[config.mk]
export PLATFORM = sky130hd
export DESIGN_NAME = lsu_bus_master_flat
export DESIGN_NICKNAME = d
export VERILOG_FILES = /design/src/rtl/lsu_bus_master_if.sv /design/src/rtl/lsu_bus_master.sv /design/src/flat_wrapper.sv
export SDC_FILE = /design/constraint.sdc
export NUM_CORES = 1
export LEC_CHECK = 0
export ABC_AREA = 1
export BUFFER_PORTS_ARGS = -buffer_cell sky130_fd_sc_hd__buf_2
export CELL_PAD_IN_SITES_DETAIL_PLACEMENT = 1
export CELL_PAD_IN_SITES_GLOBAL_PLACEMENT = 1
export CORE_AREA = 4 4 131 133
export CTS_CLUSTER_DIAMETER = 150
export DETAILED_ROUTE_END_ITERATION = 8
export DIE_AREA = 0 0 135 137
export PLACE_DENSITY = 0.86
export SLEW_MARGIN = 30
export SYNTH_ARGS = -nofsm -noshare
export SYNTH_HDL_FRONTEND = slang
export SYNTH_SLANG_ARGS = --single-unit
[constraint.sdc]
create_clock -name clk -period 1.8 [get_ports clk]
set_input_delay 0.36 -clock clk [delete_from_list [all_inputs] [get_ports clk]]
set_output_delay 0.36 -clock clk [all_outputs]
set_load 0.05 [all_outputs]
[src/rtl/lsu_bus_master_if.sv]
// Data-memory bus between the load/store unit and memory.
// Ports (no interface ports; signals only):
//   bus_req/bus_we/bus_addr/bus_wstrb/bus_wdata : master -> slave request
//   bus_gnt/bus_rvalid/bus_rdata                : slave -> master response
interface lsu_bus_master_if;
  logic        bus_req;
  logic        bus_we;
  logic [31:0] bus_addr;
  logic [3:0]  bus_wstrb;
  logic [31:0] bus_wdata;
  logic        bus_gnt;
  logic        bus_rvalid;
  logic [31:0] bus_rdata;

  modport master (
    output bus_req, bus_we, bus_addr, bus_wstrb, bus_wdata,
    input  bus_gnt, bus_rvalid, bus_rdata
  );

  modport slave (
    input  bus_req, bus_we, bus_addr, bus_wstrb, bus_wdata,
    output bus_gnt, bus_rvalid, bus_rdata
  );
endinterface

[src/rtl/lsu_bus_master.sv]
// Load/store unit: turns a MEM-stage load/store into a word-aligned bus
// transaction with byte strobes, realigns and extends load data, stalls the
// pipeline until completion and flags misaligned accesses without bus use.
// Ports:
//   clk, rst_n (sync, active-low)
//   mem_valid, is_load, is_store, load[2:0], store[1:0], mem_addr, mem_wdata
//   stall, done, misalign, mem_rdata
//   bus : lsu_bus_master_if.master
//
// state  | meaning
// IDLE   | waiting for a MEM-stage access
// REQ    | bus_req high, bus outputs held until bus_gnt
// WAIT_R | load granted, waiting for bus_rvalid
// DONE   | one-cycle completion pulse
module lsu_bus_master (
  input  logic        clk,
  input  logic        rst_n,
  input  logic        mem_valid,
  input  logic        is_load,
  input  logic        is_store,
  input  logic [2:0]  load,
  input  logic [1:0]  store,
  input  logic [31:0] mem_addr,
  input  logic [31:0] mem_wdata,
  output logic        stall,
  output logic        done,
  output logic        misalign,
  output logic [31:0] mem_rdata,
  lsu_bus_master_if.master bus
);

  typedef enum logic [1:0] {IDLE, REQ, WAIT_R, DONE} state_t;

  state_t      state, state_nxt;
  logic        access, wr, is_half, is_byte, mis;
  logic [3:0]  strb_n;
  logic [31:0] wdata_n, shifted, ext;

  logic        we_q, mis_q;
  logic [1:0]  off_q;
  logic [2:0]  ld_q;
  logic [31:0] addr_q, wdata_q, rdata_q;
  logic [3:0]  strb_q;

  assign access = mem_valid & (is_load | is_store);
  assign wr     = is_store;  // store wins when both are set

  // Unlisted size codes fall through as word accesses.
  assign is_half = wr ? (store == 2'b01) : (load == 3'b001 || load == 3'b011);
  assign is_byte = wr ? (store == 2'b10) : (load == 3'b010 || load == 3'b100);
  assign mis     = is_half ? mem_addr[0] :
                   is_byte ? 1'b0 : (mem_addr[1:0] != 2'b00);

  always_comb begin
    strb_n  = 4'b0000;
    wdata_n = 32'h0;
    if (wr) begin
      if (is_byte) begin
        strb_n  = 4'b0001 << mem_addr[1:0];
        wdata_n = {4{mem_wdata[7:0]}};
      end else if (is_half) begin
        strb_n  = mem_addr[1] ? 4'b1100 : 4'b0011;
        wdata_n = {2{mem_wdata[15:0]}};
      end else begin
        strb_n  = 4'b1111;
        wdata_n = mem_wdata;
      end
    end
  end

  assign shifted = bus.bus_rdata >> {off_q, 3'b000};

  always_comb begin
    case (ld_q)
      3'b001:  ext = {{16{shifted[15]}}, shifted[15:0]};
      3'b011:  ext = {16'h0, shifted[15:0]};
      3'b010:  ext = {{24{shifted[7]}}, shifted[7:0]};
      3'b100:  ext = {24'h0, shifted[7:0]};
      default: ext = shifted;
    endcase
  end

  always_ff @(posedge clk) begin
    if (!rst_n) state <= IDLE;
    else        state <= state_nxt;
  end

  always_comb begin
    state_nxt = state;
    case (state)
      IDLE:    if (access) state_nxt = mis ? DONE : REQ;
      REQ:     if (bus.bus_gnt) state_nxt = we_q ? DONE : WAIT_R;
      WAIT_R:  if (bus.bus_rvalid) state_nxt = DONE;
      DONE:    state_nxt = IDLE;
      default: state_nxt = IDLE;
    endcase
  end

  always_comb begin
    bus.bus_req = (state == REQ);
    done        = (state == DONE);
    misalign    = (state == DONE) & mis_q;
    stall       = (state == REQ) | (state == WAIT_R) | ((state == IDLE) & access);
  end

  // Bus-side registers only change in IDLE, so they stay bit-stable through REQ.
  always_ff @(posedge clk) begin
    if (!rst_n) begin
      we_q    <= 1'b0;
      mis_q   <= 1'b0;
      off_q   <= 2'b00;
      ld_q    <= 3'b000;
      addr_q  <= 32'h0;
      wdata_q <= 32'h0;
      strb_q  <= 4'b0000;
      rdata_q <= 32'h0;
    end else begin
      if (state == IDLE && access) begin
        mis_q <= mis;
        if (!mis) begin
          we_q    <= wr;
          off_q   <= mem_addr[1:0];
          ld_q    <= load;
          addr_q  <= {mem_addr[31:2], 2'b00};
          wdata_q <= wdata_n;
          strb_q  <= strb_n;
        end
      end
      if (state == WAIT_R && bus.bus_rvalid) rdata_q <= ext;
    end
  end

  assign bus.bus_we    = we_q;
  assign bus.bus_addr  = addr_q;
  assign bus.bus_wstrb = strb_q;
  assign bus.bus_wdata = wdata_q;
  assign mem_rdata     = rdata_q;

endmodule

[src/flat_wrapper.sv]
// flat-port wrapper written by rule: the top's interface ports become plain ports
module lsu_bus_master_flat 
  (clk, rst_n, mem_valid, is_load, is_store, load, store, mem_addr, mem_wdata, stall, done, misalign, mem_rdata, bus_bus_req, bus_bus_we, bus_bus_addr, bus_bus_wstrb, bus_bus_wdata, bus_bus_gnt, bus_bus_rvalid, bus_bus_rdata);
  lsu_bus_master_if bus_i ();
  input  logic clk;
  input  logic rst_n;
  input  logic mem_valid;
  input  logic is_load;
  input  logic is_store;
  input  logic [2:0] load;
  input  logic [1:0] store;
  input  logic [31:0] mem_addr;
  input  logic [31:0] mem_wdata;
  output logic stall;
  output logic done;
  output logic misalign;
  output logic [31:0] mem_rdata;
  output wire logic [$bits(bus_i.bus_req)-1:0] bus_bus_req;
  output wire logic [$bits(bus_i.bus_we)-1:0] bus_bus_we;
  output wire logic [$bits(bus_i.bus_addr)-1:0] bus_bus_addr;
  output wire logic [$bits(bus_i.bus_wstrb)-1:0] bus_bus_wstrb;
  output wire logic [$bits(bus_i.bus_wdata)-1:0] bus_bus_wdata;
  input wire logic [$bits(bus_i.bus_gnt)-1:0] bus_bus_gnt;
  input wire logic [$bits(bus_i.bus_rvalid)-1:0] bus_bus_rvalid;
  input wire logic [$bits(bus_i.bus_rdata)-1:0] bus_bus_rdata;
  assign bus_bus_req = bus_i.bus_req;
  assign bus_bus_we = bus_i.bus_we;
  assign bus_bus_addr = bus_i.bus_addr;
  assign bus_bus_wstrb = bus_i.bus_wstrb;
  assign bus_bus_wdata = bus_i.bus_wdata;
  assign bus_i.bus_gnt = bus_bus_gnt;
  assign bus_i.bus_rvalid = bus_bus_rvalid;
  assign bus_i.bus_rdata = bus_bus_rdata;
  lsu_bus_master u_core (.clk(clk), .rst_n(rst_n), .mem_valid(mem_valid), .is_load(is_load), .is_store(is_store), .load(load), .store(store), .mem_addr(mem_addr), .mem_wdata(mem_wdata), .stall(stall), .done(done), .misalign(misalign), .mem_rdata(mem_rdata), .bus(bus_i));
endmodule
==> summary.txt <==
Outcome
  – Status: finished clean

Power
  – Worst VDD drop: 0.0004877 V
  – Pwr/cell area: 1260 nW/um^2
  – PnR Total Power: 8.599 mW
  – Pleak: 3.536 nW

GRT
  – Vias in the first global route: 5,861
  – Global-route wire length before repair: 29,950 um
  – Grt ovf: 0
  – Largest net degree at the start of global routing: 61
  – Initial antenna violation count: 0
  – Total GRT Usage: 20.32%

Routing
  – Final WL: 19,220 um
  – Vias post-DR: a little under 6k
  – Vias/cell: about 4.9
  – Wire per inst: 16.30 um
  – 1st-pass router iterations: 4
  – Initial DRC count: 293
  – # DRC: 0
  – Post-DRT Antenna Nets: 0

Yosys
  – Share of the synthesized area in the top cell type: just over 40%
  – Register area share after synthesis: between 40% and 50%
  – FF+latch count, synth: 107
  – Distinct cells, synth: 30
  – Largest area contributor in the netlist: dfxtp_1
  – Mapped cell area: 5206 sq um
  – Syn Inst Count: 764
  – Total number of yosys warnings: 0
  – Area contributors post-synth: dfxtp_1, nor2_1, nand3_1
  – Post-synthesis average cell area: 6.814 sq um

Floorplanning
  – Starting Density: 32.89%
  – Die width: 135 um
  – Num ports: around 210
  – Core area: 15,830 sq um
  – Row count: 46
  – Die ar.: roughly 18,000 sq um
  – Die Y-Extent: about 140 um

Cells and area
  – Layout area overhead: 31.10%
  – Final net count: roughly 1.1k
  – Sequential cell area: around 2100 sq um
  – Antenna cells: 0
  – Most frequent cells in the layout: buf_2, nor2_1, dfxtp_1
  – Fillers: 2,112
  – Final Util: 43.12%
  – Multi-input logic area: approximately 2500 sq um
  – Commonest non-fill, non-tap cell in the layout: buf_2
  – Layout cells sized above 1: 28.56%

Worst setup path
  – Critical Path Fanout Max: 3
  – Crit path max-delay family: flip-flops
  – Worst path arrival time: approximately 1.4 ns
  – Crit path launch type: flip-flop
  – Biggest cell delay along the critical path: 0.34 ns
  – Critical Path RT: 1.44 ns
  – Worst path slowest cell: dfxtp_2
  – Cells along the critical path: inv_2 > ha_4 > inv_4 > nor2_4 > or2_4 > buf_8
  – CP endpoint kind: output pin
  – Worst Path Buf+Inv: 3
  – CP Class: flip-flop to output pin

Timing
  – Setup TNS: 0 ns
  – Final Hold Fails: 0
  – Clock Skew: between 0.01 and 0.015 ns
  – Fin crit period: between 1.5 and 2 ns
  – Period Utilization, post-route: 97.62%
  – Final setup margin: 0.04277 ns
  – Final slew viol count: 0
  – Setup violators final: 0
  – RSZ-0062 raised after global routing: yes
  – FMAX: 569.1 MHz

Clocking
  – Hold buffer count at CTS: 0
  – Max clock buf depth: 2
  – CTS buffer count: 9
  – Reg clk slew, reported paths: 0.08 ns
  – Clock latency at the later pin of the worst-skew pair: around 0.35 ns
  – CTS sink cnt: 107
  – CTS root buf: clkbuf_16
  – H-tree Lvls: 3
  – CTS tree: yes

Placed design
  – Post-DP HPWL: 14,610 um
  – GPL Wtd Cong: 0.8439
  – Pre-CTS setup slack: -0.01286 ns
  – IO Port Bufs: between 200 and 250

Flow run
  – Max_cap viols: 0

Hold path
  – Hold crit path type: input pin to flip-flop
==> layout make-up <==
type	instances	share of cell area, %
well taps	216	3.960
flip-flops and latches	107	31.44
inverters	65	3.648
clock inverters	5	1.155
repair buffers	237	19.43
clock buffers	9	3.300
multi-input cells	540	37.07
==> what timing repair did <==
item / 4_1_cts / 5_1_grt
gates resized for setup: 9 / 8
buffers inserted: 1 / 1
pin swaps: 0 / 0
setup endpoints to repair: 1 / 19
==> tightest hold or removal path, delay by kind of cell <==
family                 cells  cell delay, ns
and+or+nand+nor            1            0.07
AOI/OAI and AO/OA          1            0.06
buffers and inverters      1            0.07
==> layer usage <==
layer | vias to the layer above | GRT usage [%] | routed length, um
li1 | 2856 | - | -
met1 | 2689 | 23.88 | 7949
met2 | 188 | 36.30 | 9474
met3 | 28 | 5.882 | 1418
met4 | 0 | 5.375 | 374
met5 | - | 0 | 0
==> final timing paths <==
check | from | to | slack (ns) | cells after the start
hold reg to reg | u_core.bus.bus_wstrb[2]$_SDFFE_PN0P_ | u_core.bus.bus_wstrb[2]$_SDFFE_PN0P_ | 0.47 | 2
setup reg to reg | u_core.state[0]$_SDFFE_PN0P_ | u_core.bus.bus_addr[18]$_SDFFE_PN0P_ | 0.23 | 8
hold / removal | mem_addr[10] | u_core.bus.bus_addr[10]$_SDFFE_PN0P_ | 0.24 | 3
setup / recovery | u_core.state[0]$_SDFFE_PN0P_ | stall | 0.04 | 6
==> synth_stat cells <==
library cell / n
nand3_4: 2
o31ai_1: 7
nand2_4: 1
nor2_2: 3
buf_2: 10
o211a_1: 1
clkbuf_1: 16
clkinv_1: 1
buf_1: 7
buf_4: 6
o22ai_1: 1
inv_1: 60
inv_2: 4
dfxtp_1: 107
nand3_1: 83
nor2_1: 178
nand2_1: 94
clkbuf_2: 2
o21ai_1: 72
ha_1: 5
o211ai_1: 7
buf_6: 12
o21ai_2: 2
a21oi_1: 26
nand2_2: 2
o21ai_0: 51
nand3_2: 1
nand4_2: 1
conb_1: 1
or2_2: 1
==> registers in the layout, indices dropped and copies added (netlist names) <==
register,flops
u_core.mis_q,1
u_core.bus.bus_addr,30
u_core.bus.bus_wstrb,4
u_core.bus.bus_we,1
u_core.bus.bus_wdata,32
u_core.ld_q,3
u_core.state,2
u_core.mem_rdata,32
u_core.off_q,2
==> logic make-up (layout without fill, tap and decap cells) <==
family / after synthesis / in the layout / share of synthesized area [%]
fa+ha+maj: 5 / 5 / 1.202
other cells: 1 / 2 / 0.07203
simple gates: 366 / 366 / 29.63
compound gates: 167 / 167 / 16.99
buf+inv: 118 / 316 / 10.96
flops: 107 / 107 / 41.14
==> metrics by stage <==
step / hold WS, ns / cells / cell area (sq um)
5_1_grt: 0.2265 / 1179 / 6825
6_report: 0.2400 / 1179 / 6825
3_3_place_gp: 0.4570 / 1163 / 6455
2_1_floorplan: 0.4550 / 765 / 5210
4_1_cts: 0.2316 / 1178 / 6794
3_5_place_dp: 0.4680 / 1163 / 6455
==> report_power, final <==
group | leakage [nW] | switching [mW] | internal [mW]
clock network | 0.152 | 0.909 | 1.21
registers | 0.872 | 0.190 | 2.70
logic | 2.51 | 2.55 | 1.04
No activity file was read; power rests on OpenSTA's default activity.
